### config.mk
export PLATFORM = sky130hd
export DESIGN_NAME = rand_check_flat
export DESIGN_NICKNAME = d
export VERILOG_FILES = /design/src/rtl/rand_check_if.sv /design/src/rtl/rand_check.sv /design/src/flat_wrapper.sv
export SDC_FILE = /design/constraint.sdc
export NUM_CORES = 1
export LEC_CHECK = 0
export CAP_MARGIN = 5
export CORE_MARGIN = 4
export CORE_UTILIZATION = 35
export CTS_CLUSTER_DIAMETER = 80
export DETAILED_ROUTE_END_ITERATION = 12
export HOLD_SLACK_MARGIN = 0.08
export PLACE_DENSITY = 0.55
export SKIP_CTS_REPAIR_TIMING = 1
export SLEW_MARGIN = 10
export SYNTH_ARGS = -nofsm -noshare
export SYNTH_HDL_FRONTEND = slang
export SYNTH_SLANG_ARGS = --single-unit
### constraint.sdc
create_clock -name clk -period 2.7 [get_ports clk]
set_clock_uncertainty 0.15 [all_clocks]
set_input_delay 0.405 -clock clk [delete_from_list [all_inputs] [get_ports clk]]
set_output_delay 0.405 -clock clk [all_outputs]
set_load 0.03 [all_outputs]
### src/rtl/rand_check_if.sv
// Receive-side word link into the xorshift32 checker: valid/ready handshake plus data.
// `DATA_W sets the data width (32 for xorshift32).
`ifndef DATA_W
`define DATA_W 32
`endif

interface rand_check_if;
    logic               in_valid;
    logic [`DATA_W-1:0] in_data;
    logic               in_ready;

    modport master (output in_valid, output in_data, input in_ready);
    modport slave  (input in_valid, input in_data, output in_ready);
endinterface

### src/rtl/rand_check.sv
// Self-synchronising xorshift32 (<<13, >>17, <<5) stream checker with saturating error/word counters.
// Define RAND_CHK_RESYNC_EN to leave LOST automatically after one cycle; otherwise LOST is sticky.
//
// state    | meaning
// ---------+-----------------------------------------------------------
// S_HUNT   | waiting for a non-zero word to seed the predictor
// S_LOCKED | predicting each word, counting words and mismatches
// S_LOST   | too many consecutive misses; stalls upstream unless resync
module rand_check #(
    parameter int LOSS_THRESH = 4,
    parameter int CNT_W       = 16
) (
    input  logic             clk,
    input  logic             rst_n,
    input  logic             clr,
    rand_check_if.slave      lnk,
    output logic             locked,
    output logic             lost,
    output logic             err_pulse,
    output logic [CNT_W-1:0] err_cnt,
    output logic [CNT_W-1:0] word_cnt
);
    localparam int MISS_W = $clog2(LOSS_THRESH + 1);

    typedef enum logic [1:0] {S_HUNT, S_LOCKED, S_LOST} state_t;

    state_t             state_q, state_d;
    logic [31:0]        pred_q, pred_d;
    logic [MISS_W-1:0]  miss_q, miss_d;
    logic [CNT_W-1:0]   err_cnt_q, err_cnt_d;
    logic [CNT_W-1:0]   word_cnt_q, word_cnt_d;
    logic               err_pulse_q, err_pulse_d;
    logic               locked_q, locked_d;
    logic               lost_q, lost_d;
    logic               ready_q, ready_d;
    logic               xfer;

    function automatic logic [31:0] xs_next(input logic [31:0] x);
        logic [31:0] x1, x2;
        x1 = x ^ (x << 13);
        x2 = x1 ^ (x1 >> 17);
        return x2 ^ (x2 << 5);
    endfunction

    assign xfer = lnk.in_valid & ready_q;

    always_comb begin
        state_d     = state_q;
        pred_d      = pred_q;
        miss_d      = miss_q;
        err_cnt_d   = err_cnt_q;
        word_cnt_d  = word_cnt_q;
        err_pulse_d = 1'b0;
        if (clr) begin
            state_d    = S_HUNT;
            miss_d     = '0;
            err_cnt_d  = '0;
            word_cnt_d = '0;
        end else begin
            case (state_q)
                S_HUNT: begin
                    // zero is a fixed point of xorshift and can never seed a useful prediction
                    if (xfer && lnk.in_data != '0) begin
                        pred_d  = xs_next(lnk.in_data);
                        miss_d  = '0;
                        state_d = S_LOCKED;
                    end
                end
                S_LOCKED: begin
                    if (xfer) begin
                        if (word_cnt_q != '1) word_cnt_d = word_cnt_q + 1'b1;
                        if (lnk.in_data == pred_q) begin
                            pred_d = xs_next(lnk.in_data);
                            miss_d = '0;
                        end else begin
                            // advance from the prediction so one corrupted word costs one error
                            err_pulse_d = 1'b1;
                            if (err_cnt_q != '1) err_cnt_d = err_cnt_q + 1'b1;
                            pred_d = xs_next(pred_q);
                            miss_d = miss_q + 1'b1;
                            if (miss_q + 1'b1 == MISS_W'(LOSS_THRESH)) state_d = S_LOST;
                        end
                    end
                end
                S_LOST: begin
`ifdef RAND_CHK_RESYNC_EN
                    state_d = S_HUNT;
                    miss_d  = '0;
`else
                    state_d = S_LOST;
`endif
                end
                default: state_d = S_HUNT;
            endcase
        end
        locked_d = (state_d == S_LOCKED);
        lost_d   = (state_d == S_LOST);
        ready_d  = (state_d != S_LOST);
    end

    always_ff @(posedge clk) begin
        if (!rst_n) begin
            state_q     <= S_HUNT;
            pred_q      <= '0;
            miss_q      <= '0;
            err_cnt_q   <= '0;
            word_cnt_q  <= '0;
            err_pulse_q <= 1'b0;
            locked_q    <= 1'b0;
            lost_q      <= 1'b0;
            ready_q     <= 1'b0;
        end else begin
            state_q     <= state_d;
            pred_q      <= pred_d;
            miss_q      <= miss_d;
            err_cnt_q   <= err_cnt_d;
            word_cnt_q  <= word_cnt_d;
            err_pulse_q <= err_pulse_d;
            locked_q    <= locked_d;
            lost_q      <= lost_d;
            ready_q     <= ready_d;
        end
    end

    assign lnk.in_ready = ready_q;
    assign locked       = locked_q;
    assign lost         = lost_q;
    assign err_pulse    = err_pulse_q;
    assign err_cnt      = err_cnt_q;
    assign word_cnt     = word_cnt_q;
endmodule

### src/flat_wrapper.sv
// flat-port wrapper written by rule: the top's interface ports become plain ports
module rand_check_flat 
#(
    parameter int LOSS_THRESH = 4,
    parameter int CNT_W       = 16
)
  (clk, rst_n, clr, locked, lost, err_pulse, err_cnt, word_cnt, lnk_in_valid, lnk_in_data, lnk_in_ready);
  rand_check_if lnk_i ();
  input  logic clk;
  input  logic rst_n;
  input  logic clr;
  output logic locked;
  output logic lost;
  output logic err_pulse;
  output logic [CNT_W-1:0] err_cnt;
  output logic [CNT_W-1:0] word_cnt;
  input wire logic [$bits(lnk_i.in_valid)-1:0] lnk_in_valid;
  input wire logic [$bits(lnk_i.in_data)-1:0] lnk_in_data;
  output wire logic [$bits(lnk_i.in_ready)-1:0] lnk_in_ready;
  assign lnk_i.in_valid = lnk_in_valid;
  assign lnk_i.in_data = lnk_in_data;
  assign lnk_in_ready = lnk_i.in_ready;
  rand_check #(.LOSS_THRESH(LOSS_THRESH), .CNT_W(CNT_W)) u_core (.clk(clk), .rst_n(rst_n), .clr(clr), .lnk(lnk_i), .locked(locked), .lost(lost), .err_pulse(err_pulse), .err_cnt(err_cnt), .word_cnt(word_cnt));
endmodule
# [Yosys cells after proc, flatten, opt, wreduce, memory -nomap -nowiden]
# Index checks and enable logic that the tools add are counted.
[totals] output_inout_bits=36 reg_bits=73 in_bits=36 ramBits=0 memories=0 word_cells=60 latchBits=0 romBits=0
[classes] n_bitwise=12 n_addsub=3 n_eq_ne=11 n_reduce_logical=10 multipliers=0 shift=0 mux=15 n_lt_le_gt_ge=0 div=0
[op_table] cell="bitwise XOR 32 bit" n=4
[op_table] cell="2-to-1 mux 32 bit" n=3
[op_table] cell="one-hot mux 32 bit (2 select lines)" n=1
[op_table] cell="bitwise XOR 32 x 15 -> 32 bit" n=2
[op_table] cell="adder 16 x 1 -> 16 bit (second input constant)" n=2
[op_table] cell="== test 32 bit" n=1
[op_table] cell="!= test 16 bit (second input constant)" n=2
[op_table] cell="nonzero test 32 bit" n=1
[op_table] cell="2-to-1 mux 2 bit" n=5
[op_table] cell="2-to-1 mux 3 bit" n=3
[op_table] cell="AND reduction 4 bit" n=2
[op_table] cell="one-hot mux 2 bit (3 select lines)" n=1
[op_table] cell="one-hot mux 3 bit (2 select lines)" n=1
[op_table] cell="AND reduction 3 bit" n=2
[op_table] cell="inverter 1 bit" n=5
[op_table] cell="== test 2 x 1 -> 1 bit (second input constant)" n=2
[op_table] cell="== test 2 bit (second input constant)" n=2
[op_table] cell="!= test 2 x 1 -> 1 bit (second input constant)" n=2
[op_table] cell="OR reduction 4 bit" n=1
[op_table] cell="adder 3 x 1 -> 3 bit (second input constant)" n=1
[op_table] cell="== test 3 bit (second input constant)" n=1
[op_table] cell="zero test 2 bit" n=1
[op_table] cell="!= test 2 bit (second input constant)" n=1
[op_table] cell="nonzero test 2 bit" n=1
[op_table] cell="other kinds (4)" n=4

# [Depth between registers and ports, before layout]
[depth] ltp_word=8 ltp_mapped=10 depth_no_buf=7

# [Least setup slack after synthesis]
# OpenSTA, ideal clock, no wires.
[synth_timing] path_type="register to register" start="register u_core.err_cnt_q[7], in the netlist u_core.err_cnt[7]" end="register u_core.err_cnt_q[1], in the netlist u_core.err_cnt[1]" synth_period_minus_slack_ps=2211 setup_time_ps=116 path_stages_with_launch=7 path_buffers=2 t_required_ps=2434 slack_ps=489 arrival_time_ps=1944 path_cell_list="dfxtp_1 -> and4_1 -> nand4_1 -> or3_1 -> clkbuf_1 -> clkbuf_1 -> a41o_1"
[synth_between] elab_chain_cells=2
[synth_rtl] element="from (decl)" line_no="rand_check.sv:30" rtl="logic [CNT_W-1:0] err_cnt_q, err_cnt_d;"
[synth_rtl] element="from (signal assigned)" line_no="rand_check.sv:116" rtl="err_cnt_q <= err_cnt_d;"
[synth_rtl] element="!= test 16 bit" line_no="rand_check.sv:78" rtl="if (err_cnt_q != '1) err_cnt_d = err_cnt_q + 1'b1;"
[synth_rtl] element="AND reduction 4 bit (no source line)"
# No other way between the ends.
# A chain may end at the register's enable or synchronous reset.

# [Worst setup path in the final report]
[layout_timing] start="input lnk_in_data[22]" end="register u_core.pred_q[12]"
[layout_between] elab_chain_cells=4 word_cells_on_any_way=8 classes_between="eq/ne (2); mux (3); reduce/logical (3)"
[layout_rtl] element="from (decl)" line_no="flat_wrapper.sv:18" rtl="input wire logic [$bits(lnk_i.in_data)-1:0] lnk_in_data;"
[layout_rtl] element="== test 32 bit or nonzero test 32 bit (tied branches)" line_no="rand_check.sv:72, rand_check.sv:63"
[layout_rtl] element="2-to-1 mux 32 bit or logical AND 1 bit (tied branches)" line_no="rand_check.sv:72, rand_check.sv:63"
[layout_rtl] element="2-to-1 mux 32 bit or != test 2 x 1 -> 1 bit (tied branches)"
[layout_rtl] element="one-hot mux 32 bit (2 select lines) or AND reduction 4 bit (tied branches)"
[layout_rtl] element="to (signal assigned)" line_no="rand_check.sv:114" rtl="pred_q <= pred_d;"
[layout_rtl] element="to (decl)" line_no="rand_check.sv:28" rtl="logic [31:0] pred_q, pred_d;"
# Several ways; a longest one is shown, not always the timed one. The select of a mux whose other input is x is not followed.

==> flow_summary.toml <==
[global_routing]
overflow = 0
grt_pass1_vias = 5074
antenna_violations_before_repair = 0
pin_count_of_the_biggest_net_entering_global_routing = 65
first_pass_grt_wire_length_mm = 27.1
global_route.usage.total_pct = 20.3

[floorplan]
floorplan.initialDensity_pct = 36.1
core-area_um2 = 14700
die_width_um = 131
boundaryPins = 72
die_h_um = 131
die_area_um2 = 17200
placementRows = 44

[synth]
synth-async-reset-ratio_pct = 0
synthCells = 641
ys.warnings.count = 0
synth.cell_area_um2 = 5300
synth_flop_type = "sky130_fd_sc_hd__dfxtp_1"
yosys.cell_types.count = 51
synthesis.area_per_instance_um2 = 8.27
synth-edff-count = 0
syn_nets = 681
yosys_register_bits = 73
seq_total_area_yosys_pct = 27.6

[worst_setup_path]
crit_path_end_kind = "flop"
critical_path_required_ns = 2.77
critical_path_class = "in -> reg"
worst_setup_path_start_kind = "input pin"
ff2ff_setup_slack_ns = 0.24
worstPathMaxFanout = 13
worstRegToRegCells = 8
cp.arrival_ns = 2.68
timing.rr.end = "u_core.pred_q[5]"
r2r-start = "u_core.pred_q[5]"

[cts]
cts_buffers = 9
htree_num_levels = 3
cts_tree = "yes"
clk_transition_reported_paths_ns = 0.06
clk_latency_ns = 0.34
clock_path_buffers = 2
cts.sink_count = 73
clockRootBuffer = "sky130_fd_sc_hd__clkbuf_16"

[route]
met1_wl_mm = 8.11
drt_pass1_iterations = 7
topRoutingLayerUsed = "met4"
avgViaCountPerCell = 5.52
vias = 5213
ant_nets = 0
wl_met3_um = 807
detailroute.wirelength.met2_mm = 7.86
drc = 0
detail_route.wirelength_mm = 17.2
drtIter0Drc = 302
wl_per_cell_um = 18.2

[finish]
final_layout_size_suffix_gt1_share_pct = 15.5
areaGrowthSynthToFinish_pct = 31.8
fin_util_pct = 47.5
nNetsFinal = 795
n_fill_cell = 1398
final_design_area_no_fill_um2 = 6990
non_filler_cells_final = 944
insertedDiodeCount = 0

[flow_run]
drv.max_cap_violation_count = 0

[timing]
fin_tns_setup_ns = 0
fmax_mhz = 383
finalCriticalPeriod_ns = 2.61
maxSlewHeadroom_pct = 50.6
setup_viol_count_final = 0
grt_setup_unrepaired = "no"
final.setup.worst_slack_ns = 0.0905
final_max_slew_viol_count = 0
max_slew.worst_pin.slew_ns = 0.738
hold-worst-slack_ns = 0.321
min_period_over_period_pct = 96.6
report.final.hold_viol_count = 0

[power]
max-vdd-ir-drop_uv = 284
clock_power_share_pct = 38.6
power.share.switching_pct = 30.3
internal_pwr_total_mw = 2.25
power_switching_uw = 978
total_power_mw = 3.23
total_leakage_power_nw = 2.47
comb_power_share_pct = 25.6
seq_power_share_pct = 35.8
power_density_nw_per_um2 = 462

[min_path]
hold_end = "u_core.miss_q[2]"
min_path_type = "reg -> reg"
worst_hold_startpoint = "u_core.miss_q[2]"
hold-path-cell-count = 2

[place]
dp.cells = 927
io_buffer_count = 71
placed_cell_area_um2 = 6670
place_ws_ns = -0.408
routabilityCongestion = 0.945
post-dp-hpwl_mm = 13.2

[status]
outcome = "finished, final reports clean"
-- final cells by class --
class                      instances  area (µm²)  share of cell area (%)
sequential                        73        1460                    20.9
inverter                           7        26.3                   0.376
timing repair buffer             155        1400                    20.0
clock inverter                     5        62.6                   0.895
tap                              184         230                    3.29
multi-input combinational        509        3570                    51.0
clock buffer                      11         243                    3.47
-- worst max-delay path by stage --
stage	start	to	slack, ns
2_1_floorplan	u_core.err_cnt[7]	u_core.err_cnt[1]	0.49
3_3_place_gp	lnk_in_data[0]	u_core.pred_q[22]	-0.32
3_5_place_dp	lnk_in_data[0]	u_core.pred_q[0]	-0.41
4_1_cts	lnk_in_data[0]	u_core.pred_q[0]	-0.06
5_1_grt	lnk_in_data[0]	u_core.pred_q[4]	0.01
6_report	lnk_in_data[22]	u_core.pred_q[12]	0.09
-- Yosys cell counts (10+ instances only) --
library cell | number | area [µm²]
sky130_fd_sc_hd__a21oi_1 | 21 | 105
sky130_fd_sc_hd__buf_2 | 17 | 85.1
sky130_fd_sc_hd__clkbuf_1 | 25 | 93.8
sky130_fd_sc_hd__dfxtp_1 | 73 | 1460
sky130_fd_sc_hd__nand2_1 | 31 | 116
sky130_fd_sc_hd__nand3_1 | 46 | 230
sky130_fd_sc_hd__nand4_1 | 32 | 200
sky130_fd_sc_hd__nor2_1 | 52 | 195
sky130_fd_sc_hd__nor3_1 | 10 | 50.1
sky130_fd_sc_hd__nor4_1 | 10 | 62.6
sky130_fd_sc_hd__o211ai_1 | 16 | 120
sky130_fd_sc_hd__or3_1 | 14 | 87.6
sky130_fd_sc_hd__xnor2_1 | 120 | 1050
sky130_fd_sc_hd__xor2_1 | 42 | 368
-- power groups by stage --
stage / Combinational (mW) / Sequential [mW] / Clock, mW
after floorplan: 0.535 / 1.15 / 0
after global placement: 0.812 / 1.18 / 0
after detailed placement: 0.815 / 1.18 / 0
after CTS: 0.822 / 1.16 / 1.28
after global routing: 0.890 / 1.16 / 1.33
final: 0.828 / 1.16 / 1.25
-- critical path, stage by stage --
cell	delay (ns)
sky130_fd_sc_hd__clkdlybuf4s50_1	0.55
sky130_fd_sc_hd__nor4_1	0.26
sky130_fd_sc_hd__nand4_1	0.30
sky130_fd_sc_hd__buf_4	0.24
sky130_fd_sc_hd__o31ai_2	0.26
sky130_fd_sc_hd__buf_4	0.25
sky130_fd_sc_hd__nor4b_1	0.09
sky130_fd_sc_hd__a21oi_1	0.19
sky130_fd_sc_hd__o311ai_1	0.11
-- cells by family after synthesis --
logic type | synth area share [%]
xor+xnor | 26.8
flops | 27.6
fa+ha+maj | 0.944
compound gates | 14.2
simple gates | 23.6
mux | 1.51
buf+inv | 5.43
-- per-layer routing --
layer	vias to the layer above	track usage, %
li1	2535	-
met1	2515	27.6
met2	136	31.7
met3	27	4.78
met4	0	6.41
met5	-	0
-- cells in the final DEF (no fill, tap or decap), types with 8 or more instances in the layout --
master / count
sky130_fd_sc_hd__buf_4: 79
sky130_fd_sc_hd__nand2_1: 31
sky130_fd_sc_hd__xor2_1: 42
sky130_fd_sc_hd__nor4_1: 9
sky130_fd_sc_hd__nand4_1: 32
sky130_fd_sc_hd__clkbuf_16: 9
sky130_fd_sc_hd__a21oi_1: 21
sky130_fd_sc_hd__nand3_1: 46
sky130_fd_sc_hd__mux2i_1: 8
sky130_fd_sc_hd__clkdlybuf4s50_1: 70
sky130_fd_sc_hd__nor3_1: 10
sky130_fd_sc_hd__nor2_1: 52
sky130_fd_sc_hd__dfxtp_1: 73
sky130_fd_sc_hd__o211ai_1: 16
sky130_fd_sc_hd__o21ai_0: 9
sky130_fd_sc_hd__or3_1: 14
sky130_fd_sc_hd__xnor2_1: 120
sky130_fd_sc_hd__a31o_2: 8
-- sequential cells by signal, indices dropped and copies added, names as in the netlist --
| register | cells |
|---|---|
| u_core.err_cnt | 16 |
| u_core.miss_q | 3 |
| u_core.locked | 1 |
| u_core.lnk.in_ready | 1 |
| u_core.state_q | 2 |
| u_core.pred_q | 32 |
| u_core.lost | 1 |
| u_core.err_pulse | 1 |
| u_core.word_cnt | 16 |
Note: power is estimated with default switching activity, not from simulation.
